### src/rtl/alu_pkg.sv
// Shared opcode constants and sequencer state encoding for the alu and its sequencer.
package alu_pkg;

    localparam logic [2:0] OP_ZERO  = 3'b000;
    localparam logic [2:0] OP_ONES  = 3'b001;
    localparam logic [2:0] OP_PASSA = 3'b010;
    localparam logic [2:0] OP_PASSB = 3'b011;
    localparam logic [2:0] OP_ADD   = 3'b100;
    localparam logic [2:0] OP_SUB   = 3'b101;
    localparam logic [2:0] OP_AND   = 3'b110;
    localparam logic [2:0] OP_OR    = 3'b111;

    typedef enum logic [1:0] {
        ST_IDLE = 2'd0,
        ST_RUN  = 2'd1,
        ST_DONE = 2'd2
    } state_t;

endpackage

### src/rtl/alu_prog_rf.sv
// Program store: DEPTH x 3 control codes, one gated synchronous write port and one async read port.
// Read is combinational; writes land on the next edge only while allow_i is high.
module alu_prog_rf
    import alu_pkg::*;
#(
    parameter int DEPTH = 8,
    parameter int AW    = $clog2(DEPTH)
) (
    input  logic          clk_i,
    input  logic          rst_i,
    input  logic          we_i,
    input  logic          allow_i,
    input  logic [AW-1:0] waddr_i,
    input  logic [2:0]    wdata_i,
    input  logic [AW-1:0] raddr_i,
    output logic [2:0]    rdata_o
);

    logic [2:0] slots [DEPTH];

    always_ff @(posedge clk_i or posedge rst_i) begin
        if (rst_i) begin
            for (int i = 0; i < DEPTH; i++) begin
                slots[i] <= OP_ZERO;
            end
        end else if (we_i && allow_i) begin
            slots[waddr_i] <= wdata_i;
        end
    end

    assign rdata_o = slots[raddr_i];

endmodule

### src/rtl/alu_seq.sv
// Steps a stored op program through the external alu, feeding {B,C} back as {A,B}.
// Latency len+1 cycles from en_i to done_o; en_i while busy is dropped and flagged in overrun_o.
module alu_seq
    import alu_pkg::*;
#(
    parameter int WIDTH = 8,
    parameter int DEPTH = 8,
    parameter int AW    = $clog2(DEPTH)
) (
    input  logic               clk_i,
    input  logic               rst_i,
    input  logic               en_i,
    input  logic [2*WIDTH-1:0] seed_i,
    input  logic [AW:0]        len_i,
    input  logic               prog_we_i,
    input  logic [AW-1:0]      prog_addr_i,
    input  logic [2:0]         prog_ctl_i,
    output logic               alu_en_o,
    output logic [2:0]         alu_ctl_o,
    output logic [2*WIDTH-1:0] alu_AB_o,
    input  logic [2*WIDTH-1:0] alu_BC_i,
    output logic [2*WIDTH-1:0] result_o,
    output logic               busy_o,
    output logic               done_o,
    output logic               overrun_o
);

    localparam logic [AW:0] DEPTH_L = (AW+1)'(DEPTH);
    localparam logic [AW:0] ONE_L   = (AW+1)'(1);

    state_t             state_q, state_d;
    logic [2*WIDTH-1:0] ab_q;
    logic [2*WIDTH-1:0] result_q;
    logic [AW:0]        n_q;
    logic [AW-1:0]      step_q;
    logic               overrun_q;
    logic [2:0]         prog_ctl;
    logic [AW:0]        len_clamped;
    logic               last_step;

    alu_prog_rf #(
        .DEPTH (DEPTH),
        .AW    (AW)
    ) u_prog_rf (
        .clk_i   (clk_i),
        .rst_i   (rst_i),
        .we_i    (prog_we_i),
        .allow_i (state_q == ST_IDLE),
        .waddr_i (prog_addr_i),
        .wdata_i (prog_ctl_i),
        .raddr_i (step_q),
        .rdata_o (prog_ctl)
    );

    assign len_clamped = (len_i > DEPTH_L) ? DEPTH_L : len_i;
    assign last_step   = ({1'b0, step_q} == (n_q - ONE_L));

    always_comb begin
        state_d   = state_q;
        alu_en_o  = 1'b0;
        alu_ctl_o = OP_ZERO;
        done_o    = 1'b0;
        case (state_q)
            ST_IDLE: begin
                if (en_i) begin
                    state_d = (len_clamped == '0) ? ST_DONE : ST_RUN;
                end
            end
            ST_RUN: begin
                alu_en_o  = 1'b1;
                alu_ctl_o = prog_ctl;
                if (last_step) begin
                    state_d = ST_DONE;
                end
            end
            ST_DONE: begin
                done_o  = 1'b1;
                state_d = ST_IDLE;
            end
            default: state_d = ST_IDLE;
        endcase
    end

    always_ff @(posedge clk_i or posedge rst_i) begin
        if (rst_i) begin
            state_q   <= ST_IDLE;
            ab_q      <= '0;
            result_q  <= '0;
            n_q       <= '0;
            step_q    <= '0;
            overrun_q <= 1'b0;
        end else begin
            state_q <= state_d;
            case (state_q)
                ST_IDLE: begin
                    if (en_i) begin
                        ab_q   <= seed_i;
                        n_q    <= len_clamped;
                        step_q <= '0;
                    end
                end
                ST_RUN: begin
                    ab_q   <= alu_BC_i;
                    step_q <= step_q + 1'b1;
                end
                ST_DONE: begin
                    result_q <= ab_q;
                end
                default: ;
            endcase
            // Overrun is sticky: only reset clears it.
            if (en_i && (state_q != ST_IDLE)) begin
                overrun_q <= 1'b1;
            end
        end
    end

    assign alu_AB_o  = ab_q;
    assign result_o  = result_q;
    assign busy_o    = (state_q != ST_IDLE);
    assign overrun_o = overrun_q;

endmodule

### config.mk
export PLATFORM = sky130hd
export DESIGN_NAME = alu_seq
export DESIGN_NICKNAME = d
export VERILOG_FILES = /design/src/rtl/alu_pkg.sv /design/src/rtl/alu_prog_rf.sv /design/src/rtl/alu_seq.sv
export SDC_FILE = /design/constraint.sdc
export NUM_CORES = 1
export LEC_CHECK = 0
export ABC_CLOCK_PERIOD_IN_PS = 2100
export CAP_MARGIN = 20
export CORE_AREA = 5 5 85 87
export CTS_BUF_LIST = sky130_fd_sc_hd__clkbuf_4 sky130_fd_sc_hd__clkbuf_8
export DETAILED_ROUTE_END_ITERATION = 12
export DIE_AREA = 0 0 90 92
export GPL_TIMING_DRIVEN = 0
export PLACE_DENSITY = 0.86
export SLEW_MARGIN = 20
export SYNTH_ARGS = -nofsm -noshare
export SYNTH_HDL_FRONTEND = slang
export SYNTH_SLANG_ARGS = --single-unit
### constraint.sdc
create_clock -name clk_i -period 2.1 [get_ports clk_i]
set_input_delay 0.315 -clock clk_i [delete_from_list [all_inputs] [get_ports clk_i]]
set_output_delay 0.315 -clock clk_i [all_outputs]
set_load 0.1 [all_outputs]
==> metrics.yaml <==
status: "complete, but fails checks"
violations: "negative setup slack"
grt_pass1_vias: 2453
cp.arrival_ps: 1890
grt_max_degree: 35
synthCells: 248
synthTopCellsByArea: "dfrtp_1 54%, mux2_2 15%, mux2i_1 9.2%, nand2_1 3.6%, o21ai_0 3.4%"
synth_area_mm2: 0.003050
antenna_left: 0
worstPathMaxFanout: 7
synth_seq_cells: 66
totalWireLength_um: 7724
io_pins: 85
antenna_found_initial: 0
drt_pass1_iterations: 4
rows: 29
rsz0062_at_grt: "yes"
tightest_slew_ps: 1004
drt_first_iter_violations: 144
slowest_stage: "dfrtp_1"
post-synth-top-area-fraction: 0.5414
clkTransAtPathRegs_ps: 70
startpoint_type: "flop"
setup_violations: 3
drc_errors: 0
drive_above_1_share: 0.2507
routedWlPerCell_um: 17.88
grtUsageTotal: 0.1911
cpPeakStageDelay_ps: 390
die-area_mm2: 0.008280
worstSetupEndpointType: "output port"
path_cells: "buf_6 -> mux2i_1 -> a22oi_1 -> nand2_1 -> a311oi_4 -> buf_12"
core_area_mm2: 0.006277
slew_headroom: 0.3332
viasPerCell: 5.354
synthDistinctLibCells: 36
cts_root_buf: "clkbuf_8"
post-route-period-util: 1.048
clock_latency_ps: 340
dp_slack_ps: -698.1
grt_pass1_wl_um: 12430
hold_class: "input pin to async pin"
hold_viol: 0
cap_viol_max_count: 0
overflow: 0
critPathRequiredTime_ps: 1780
area_delta_synth_final_pct: 45.24
numClockSinks: 66
seq_area_frac_synth: 0.5414
setup_ws_ps: -100.2
num_vias: 2313
cts_tree: "built"
cts_max_path_buffers: 2
fin_crit_ps: 2200
synth_warnings: 0
yosysTopAreaCell: "dfrtp_1"
synth_area_per_cell_um2: 12.30
fillers: 438
slew_viol_final: 0
timing.fmax_mhz: 454.5
port_buffers: 84
diodes: 0
nets: 398
numCtsBuffers: 9
die_x_um: 90
fin_skew_ps: 7.183
place_congestion: 0.7587
start_util: 0.4859
dp_hpwl_um: 5422
syn-num-nets: 296
critPathKind: "flop to output port"
h-tree-depth: 3
die_y_um: 92
[repair_timing]
item                                    4_1_cts  5_1_grt
pin swaps                                     6        3
resized for setup                            79        5
setup buffers                                 4        1
hold buffers                                  0        0
cloned                                        1        0
endpoints found under the setup margin       39        5
[cell usage after synthesis (all sizes together)]
master and n:
xor2 3, ha 2, nand3 3, dfrtp 66
nand2b 5, clkbuf 3, inv 6, a21oi 1
mux2 41, nor3b 1, mux2i 28, o21ai 21
nand2 29, and3b 1, o211ai 1, nor3 3
a311oi 3, nor4 2, nor2 7, a21o 1
nor2b 3, buf 8, o2bb2ai 1, or3 1
o21a 1, xnor2 1, a22o 1, o21bai 1
a22oi 3, nand3b 1
[critical path: cells and delay by family (launching register included)]
| kind | cells | cell delay (ps) |
|---|---|---|
| compound gates | 2 | 530 |
| flops | 1 | 390 |
| buf+inv | 2 | 370 |
| simple gates | 1 | 130 |
| mux | 1 | 120 |
[flip-flops by register name (all words and copies together) (netlist names)]
register	count
alu_AB_o	16
step_q	3
n_q	4
result_o	16
u_prog_rf.slots	24
overrun_o	1
state_q	2
[per-layer routing]
metal,GRT usage,vias to the layer above,routed length (um)
li1,-,1087,-
met1,0.2339,1137,3119
met2,0.3104,70,4032
met3,0.04746,19,336
met4,0.1055,0,236
met5,0,-,0
[kinds of logic (layout without fill, tap and decap cells)]
group	Yosys count	after routing	synth area share
simple gates	56	56	0.09639
mux	69	69	0.2432
flops	66	66	0.5414
xor+xnor	4	4	0.01149
fa+ha+maj	2	2	0.008202
buf+inv	17	124	0.03158
compound gates	34	34	0.06768
[worst paths after layout]
kind	startpoint	to	slack, ps	cells after the start
worst min-delay path	rst_i	state_q[0]	340	2
max in group asynchronous	rst_i	n_q[2]	1240	3
worst max-delay path	step_q[0]	alu_ctl_o[1]	-100	6
worst max register to register	state_q[0]	u_prog_rf.slots[6]	320	4
min in group clk_i	overrun_o	overrun_o	450	1
worst min register to register	overrun_o	overrun_o	450	1
[layout make-up]
type	count	area, um2	area share
Tap cell	77	96.34	0.02175
Clock inverter	7	141.4	0.03191
Timing Repair Buffer	91	932.1	0.2104
Clock buffer	9	123.9	0.02796
Sequential cell	66	1652	0.3728
Buffer	11	100.1	0.02259
Multi-Input combinational cell	165	1355	0.3058
Inverter	6	30.03	0.006778
[metrics by stage]
stage	hold WS (ps)	cell area, um2	setup TNS (ps)	util	std cells
global route	369.8	4431	-539.3	0.7058	432
floorplan	397.4	3118	-192.0	-	248
CTS	341.0	4408	-280.2	0.7022	431
detailed placement	451.7	4078	-2936	0.6496	410
finish	343.6	4431	-222.2	0.7058	432
global placement	439.1	4055	-61570	0.6460	409
[layout by cell type, fill, tap and decap left out, types with 2 or more instances in the layout]
cell type        synthesis  layout
dfrtp_1                 66      66
clkdlybuf4s50_1          0      45
xor2_1                   3       3
clkbuf_1                 3       2
o21ai_0                 21      21
nor4_1                   2       2
nand2b_1                 4       4
mux2_2                  41      41
mux2i_1                 28      28
nand3_1                  3       3
a22oi_1                  3       3
bufinv_16                0       4
buf_4                    2       6
nand2_1                 29      29
clkbuf_8                 0      10
dlygate4sd2_1            0      33
nor2_1                   6       6
inv_1                    5       4
buf_6                    2       4
ha_1                     2       2
buf_12                   0       6
clkinv_4                 0       2
nor3_1                   2       2
nor2b_1                  3       3
a311oi_4                 0       3
buf_2                    4       2
Power is not shown: default switching activity piles up to over one toggle a cycle in this logic, so the estimate is an artifact.
